<file path="config.mk">
export PLATFORM = sky130hd
export DESIGN_NAME = ifu_fetch
export DESIGN_NICKNAME = d
export VERILOG_FILES = /design/src/rtl/ifu_pkg.sv /design/src/rtl/ifu_inst_buf.sv /design/src/rtl/ifu_fetch.sv
export SDC_FILE = /design/constraint.sdc
export NUM_CORES = 1
export LEC_CHECK = 0
export CAP_MARGIN = 20
export CORE_UTILIZATION = 34
export DETAILED_ROUTE_END_ITERATION = 12
export HOLD_SLACK_MARGIN = 0.02
export SYNTH_ARGS = -nofsm -noshare
export SYNTH_HDL_FRONTEND = slang
export SYNTH_HIERARCHICAL = 1
export SYNTH_SLANG_ARGS = --single-unit
</file>
<file path="constraint.sdc">
create_clock -name clk -period 2.3 [get_ports clk]
set_clock_uncertainty 0.2 [all_clocks]
set_input_delay 0.345 -clock clk [delete_from_list [all_inputs] [get_ports clk]]
set_output_delay 0.345 -clock clk [all_outputs]
set_load 0.02 [all_outputs]
</file>
<file path="src/rtl/ifu_pkg.sv">
`default_nettype none
// ============================================================================
//  Module      : ifu_pkg
//  Description : Shared constants and FSM state encoding for the instruction
//                fetch unit.
//  Revision    : 1.0 - initial release
// ============================================================================
package ifu_pkg;

  // Default address / instruction widths.
  localparam int unsigned ADDR_WIDTH_DEF = 32;
  localparam int unsigned DATA_WIDTH_DEF = 32;

  // PC loaded on reset.
  localparam logic [31:0] RESET_PC_DEF = 32'h8000_0000;

  // Bytes per instruction word; the PC advances by this much per delivery.
  localparam int unsigned INST_BYTES = 4;

  // Fetch FSM: REQ issues the request, WAIT holds for the response,
  // HOLD presents the buffered word to the decoder.
  typedef logic [1:0] ifu_state_t;
  localparam logic [1:0] S_REQ  = 2'd0;
  localparam logic [1:0] S_WAIT = 2'd1;
  localparam logic [1:0] S_HOLD = 2'd2;

endpackage : ifu_pkg
`default_nettype wire

</file>
<file path="src/rtl/ifu_inst_buf.sv">
`default_nettype none
// ============================================================================
//  Module      : ifu_inst_buf
//  Description : One-entry holding register for a fetched instruction word,
//                its PC and its fault flag. Load captures, clear empties.
//  Revision    : 1.0 - initial release
// ============================================================================
module ifu_inst_buf #(
  parameter int unsigned ADDR_WIDTH = 32,
  parameter int unsigned DATA_WIDTH = 32
) (
  input  logic                  clk,
  input  logic                  rst,
  input  logic                  load_i,
  input  logic                  clear_i,
  input  logic [DATA_WIDTH-1:0] inst_i,
  input  logic [ADDR_WIDTH-1:0] inst_pc_i,
  input  logic                  inst_fault_i,
  output logic [DATA_WIDTH-1:0] inst_o,
  output logic [ADDR_WIDTH-1:0] inst_pc_o,
  output logic                  inst_fault_o
);

  logic [DATA_WIDTH-1:0] inst_q;
  logic [ADDR_WIDTH-1:0] inst_pc_q;
  logic                  inst_fault_q;

  // Capture on load, zero on reset or clear; otherwise hold steady.
  always_ff @(posedge clk) begin
    if (rst || clear_i) begin
      inst_q       <= '0;
      inst_pc_q    <= '0;
      inst_fault_q <= 1'b0;
    end else if (load_i) begin
      inst_q       <= inst_i;
      inst_pc_q    <= inst_pc_i;
      inst_fault_q <= inst_fault_i;
    end
  end

  assign inst_o       = inst_q;
  assign inst_pc_o    = inst_pc_q;
  assign inst_fault_o = inst_fault_q;

endmodule : ifu_inst_buf
`default_nettype wire

</file>
<file path="src/rtl/ifu_fetch.sv">
`default_nettype none
// ============================================================================
//  Module      : ifu_fetch
//  Description : Instruction fetch unit. Holds the PC, issues one request at
//                a time to instruction memory, buffers the returned word and
//                hands it to the decoder over valid/ready. A redirect loads a
//                new PC and squashes any fetch in flight.
//  Revision    : 1.0 - initial release
// ============================================================================
module ifu_fetch
  import ifu_pkg::*;
#(
  parameter int unsigned           ADDR_WIDTH = ADDR_WIDTH_DEF,
  parameter int unsigned           DATA_WIDTH = DATA_WIDTH_DEF,
  parameter logic [ADDR_WIDTH-1:0] RESET_PC   = ADDR_WIDTH'(RESET_PC_DEF)
) (
  input  logic                  clk,
  input  logic                  rst,
  output logic                  imem_req_valid_o,
  input  logic                  imem_req_ready_i,
  output logic [ADDR_WIDTH-1:0] imem_req_addr_o,
  input  logic                  imem_rsp_valid_i,
  input  logic [DATA_WIDTH-1:0] imem_rsp_data_i,
  input  logic                  imem_rsp_err_i,
  input  logic                  redirect_valid_i,
  input  logic [ADDR_WIDTH-1:0] redirect_pc_i,
  output logic                  inst_valid_o,
  input  logic                  inst_ready_i,
  output logic [DATA_WIDTH-1:0] inst_o,
  output logic [ADDR_WIDTH-1:0] inst_pc_o,
  output logic                  inst_fault_o,
  output logic [31:0]           fetch_cnt_o
);

  localparam logic [ADDR_WIDTH-1:0] C_PC_STEP  = ADDR_WIDTH'(INST_BYTES);
  localparam logic [ADDR_WIDTH-1:0] C_PC_ALIGN = ~ADDR_WIDTH'(INST_BYTES - 1);

  ifu_state_t            state_q, state_d;
  logic [ADDR_WIDTH-1:0] pc_q, pc_d;
  logic                  drop_q, drop_d;
  logic [31:0]           cnt_q, cnt_d;

  logic                  w_buf_load;
  logic                  w_buf_clear;
  logic [ADDR_WIDTH-1:0] w_redirect_pc;
  logic                  w_inst_valid;
  logic [DATA_WIDTH-1:0] w_buf_inst;
  logic [ADDR_WIDTH-1:0] w_buf_pc;
  logic                  w_buf_fault;

  // Redirect targets are word aligned; the low byte-offset bits are discarded.
  assign w_redirect_pc = redirect_pc_i & C_PC_ALIGN;

  // A redirect in the HOLD cycle kills the word, so it is never offered.
  assign w_inst_valid = (state_q == S_HOLD) && !redirect_valid_i;

  // Next-state logic; redirect outranks every other event in the same cycle.
  always_comb begin
    state_d     = state_q;
    pc_d        = pc_q;
    drop_d      = drop_q;
    cnt_d       = cnt_q;
    w_buf_load  = 1'b0;
    w_buf_clear = 1'b0;
    case (state_q)
      S_REQ: begin
        if (imem_req_ready_i) begin
          state_d = S_WAIT;
        end
        if (redirect_valid_i) begin
          // An accepted request went out at the old PC; its word is stale.
          pc_d = w_redirect_pc;
          if (imem_req_ready_i) begin
            drop_d = 1'b1;
          end
        end
      end
      S_WAIT: begin
        if (imem_rsp_valid_i) begin
          if (drop_q || redirect_valid_i) begin
            drop_d  = 1'b0;
            state_d = S_REQ;
          end else begin
            w_buf_load = 1'b1;
            state_d    = S_HOLD;
          end
        end
        if (redirect_valid_i) begin
          pc_d = w_redirect_pc;
          if (!imem_rsp_valid_i) begin
            drop_d = 1'b1;
          end
        end
      end
      S_HOLD: begin
        if (redirect_valid_i) begin
          w_buf_clear = 1'b1;
          pc_d        = w_redirect_pc;
          state_d     = S_REQ;
        end else if (inst_ready_i) begin
          pc_d    = pc_q + C_PC_STEP;
          cnt_d   = cnt_q + 32'd1;
          state_d = S_REQ;
        end
      end
      default: begin
        state_d = S_REQ;
      end
    endcase
  end

  // Architectural state registers.
  always_ff @(posedge clk) begin
    if (rst) begin
      state_q <= S_REQ;
      pc_q    <= RESET_PC;
      drop_q  <= 1'b0;
      cnt_q   <= 32'd0;
    end else begin
      state_q <= state_d;
      pc_q    <= pc_d;
      drop_q  <= drop_d;
      cnt_q   <= cnt_d;
    end
  end

  ifu_inst_buf #(
    .ADDR_WIDTH (ADDR_WIDTH),
    .DATA_WIDTH (DATA_WIDTH)
  ) u_inst_buf (
    .clk          (clk),
    .rst          (rst),
    .load_i       (w_buf_load),
    .clear_i      (w_buf_clear),
    .inst_i       (imem_rsp_data_i),
    .inst_pc_i    (pc_q),
    .inst_fault_i (imem_rsp_err_i),
    .inst_o       (w_buf_inst),
    .inst_pc_o    (w_buf_pc),
    .inst_fault_o (w_buf_fault)
  );

  // Every output reads as zero while reset is held.
  assign imem_req_valid_o = !rst && (state_q == S_REQ);
  assign imem_req_addr_o  = rst ? '0 : pc_q;
  assign inst_valid_o     = !rst && w_inst_valid;
  assign inst_o           = rst ? '0 : w_buf_inst;
  assign inst_pc_o        = rst ? '0 : w_buf_pc;
  assign inst_fault_o     = !rst && w_buf_fault;
  assign fetch_cnt_o      = rst ? 32'd0 : cnt_q;

endmodule : ifu_fetch
`default_nettype wire

</file>
==> flow_summary.toml <==
[run_status]
status = "completed"

[critical_path]
crit_family = "simple AND/OR/NAND/NOR gates"
setup.worst_path.end_class = "flip-flop"
critPathSlowestCell = "or4_4"
critPathRequiredTime_ps = 2410
cp.depth = 6
path_max_fanout = 5
critPathCapture = "pc_q[26]"
cp-startpoint = "pc_q[2]"
cp.arrival_ps = 2370
r2r-end = "pc_q[26]"
critPathLaunchType = "flip-flop"
cp_num_buf_inv = 0
regToRegStartpoint = "pc_q[2]"
rrSetupSlack_ps = 40
max_stage_delay_ps = 540
worstPathCellList = "ha_4, nand3_2, or2_4, or4_4, and3_1, or3_1"
setup.worst_path.class = "flip-flop to flip-flop"
reg2regPathDepth = 6

[floorplanning]
die_w_um = 144
dieArea_sq_um = 20600
io_pins = 202
core_area_sq_um = 19500
rows = 51
die_y_um = 144
initial_core_util_pct = 34.9

[route]
initialDrtViolationCount = 264
via_per_inst = 4.87
wl_met1_um = 9560
wl_per_cell_um = 15.2
drtPass1Iterations = 5
drc = 0
wirelength_um = 20500
top_layer = "met4"
wl_met2_um = 9360
num_vias = 6598
met3_length_um = 1450
ant_nets = 0

[grt]
first_global_vias = 6265
gr-total-overflow = 0
track_usage_pct = 20.0
grt_max_degree = 52
antenna_found_initial = 0
grt_first_pass_wirelength_um = 32000

[clocking]
cts.htree.levels = 4
root_buffer = "clkbuf_16"
cts_tree = "done"
cts_sinks = 130
cts_buffers = 17
clkTransAtPathRegs_ps = 60
clk_path_buf_depth = 2
insertion_delay_ps = 430

[sta]
setup_ws_ps = 40.1
layout_min_cycle_time_ps = 2260
maxSlewViolCount = 0
finalHoldViolCount = 0
rsz0062_at_grt = "yes"
setup_viol_count_final = 0
period_share_pct = 98.3
fmax_mhz = 442

[finish]
n_antenna_cell = 0
nets = 1150
postLayoutCellArea_sq_um = 10200
area_growth_syn_to_layout_pct = 50.5
drive_above_1_share_pct = 13.1

[place]
hpwl_um = 14900
gp_congestion = 0.808
place_ws_ps = -321
port_buffers = 197
placed_area_sq_um = 9610

[pwr]
p_per_area_nw_per_um2 = 563
cellLeakagePower_nw = 3.81
peakVddDrop_mv = 0.502

[hold_path]
hp-class = "input port to flip-flop"

[yosys]
avgSynthCellArea_sq_um = 8.23
synth_async_sr_flop_share_pct = 0
seq_area_frac_synth_pct = 38.2
synth_flop_cell = "dfxtp_1"
yosys-top-cells-area = "dfxtp_1, nor2b_1, mux2i_1, nor2_1, a21oi_1"
synth_cells = 827
synth_edf_count = 0
syn_area_sq_um = 6810
synth.largest_area_cell = "dfxtp_1"
yosys_warnings = 6
synth_seq_cells = 130
netlist.area_leader.share_pct = 38.2
synth_cell_types = 61

[run]
drv_cap = 0
## state kept, by name, summed over array words and instances, names as in the netlist
name	cells
cnt_q	32
u_inst_buf/inst_pc_o	32
u_inst_buf/inst_fault_o	1
u_inst_buf/inst_o	32
state_q	2
pc_q	30
drop_q	1
## worst min path at each step
stage | start | end | slack (ps) | depth (start not counted)
2_1_floorplan | u_inst_buf/inst_fault_o | u_inst_buf/inst_fault_o | 250 | 2
6_report | rst | cnt_q[29] | 50 | 2
3_5_place_dp | u_inst_buf/inst_o[19] | u_inst_buf/inst_o[19] | 270 | 2
4_1_cts | rst | cnt_q[27] | 40 | 2
3_3_place_gp | u_inst_buf/inst_pc_o[26] | u_inst_buf/inst_pc_o[26] | 260 | 2
5_1_grt | rst | cnt_q[29] | 50 | 2
## layout make-up
| class | instances | area (sq um) |
|---|---|---|
| fill | 1885 | 9280 |
| sequential | 130 | 2610 |
| timing repair buffer | 289 | 2770 |
| clock buffer | 19 | 443 |
| clock inverter | 13 | 148 |
| multi-input combinational | 631 | 3910 |
| tap | 265 | 332 |
| inverter | 8 | 30.0 |
## power by group
| group | leakage (nW) | internal, W | switching, W |
|---|---|---|---|
| logic | 2.47 | 0.000358 | 0.000337 |
| registers | 1.06 | 0.00231 | 0.0000421 |
| clock network | 0.283 | 0.00164 | 0.00108 |
| total | 3.81 | 0.00431 | 0.00146 |
## kinds of logic after synthesis
group / share of synthesized area, %
other: 0.0551
and+or+nand+nor: 33.2
AOI/OAI and AO/OA: 9.89
muxes: 10.2
xor gates and xnor gates: 2.83
DFF: 38.2
buffers and inverters: 5.26
adders and majority gates: 0.367
## cells in the mapped netlist (9+ instances only)
library cell	count
a21oi_1	45
and3_1	15
and4_1	10
buf_6	10
clkbuf_1	40
dfxtp_1	130
mux2i_1	68
nand2_1	40
nand3_1	26
nand4_1	22
nor2_1	117
nor2b_1	122
nor3_1	14
nor4_1	9
o21ai_0	26
or3_1	19
xor2_1	16
## layer usage
layer,up-vias,GRT usage [%]
li1,3358,-
met1,3021,25.7
met2,203,32.6
met3,16,5.56
met4,0,5.88
met5,-,0
## cell usage in the layout (no fill, tap or decap), types with 8 or more instances in the layout
cell	count
nand3_1	26
a21oi_1	45
nand2_1	40
buf_4	83
mux2i_1	68
clkbuf_16	17
nor3_1	14
nor2b_1	122
buf_12	8
nor2_1	117
o21ai_0	25
and3_1	14
clkdlybuf4s50_1	181
or3_1	18
dfxtp_1	126
nand4_1	22
xor2_1	16
inv_1	8
and4_1	10
dlygate4sd2_1	8
## what timing repair did
action	4_1_cts	5_1_grt
resized for setup	9	13
hold buffers	1	0
setup endpoints to repair	8	14
cloned	0	0
hold endpoints to repair	1	0
pin swaps	0	3
buffers inserted	0	0
## metrics by stage
| step | instances | setup TNS, ps | hold WS (ps) | total power, W | util [%] |
|---|---|---|---|---|---|
| 2_1_floorplan | 830 | 0 | 252 | 0.00273 | - |
| 3_3_place_gp | 1322 | -2390 | 264 | 0.00310 | 49.2 |
| 3_5_place_dp | 1322 | -3860 | 272 | 0.00310 | 49.2 |
| 4_1_cts | 1355 | 0 | 39.5 | 0.00583 | 52.3 |
| 5_1_grt | 1355 | -7.56 | 51.7 | 0.00599 | 52.5 |
| 6_report | 1355 | 0 | 49.3 | 0.00577 | 52.5 |
Note: power is estimated with default switching activity, not from simulation.
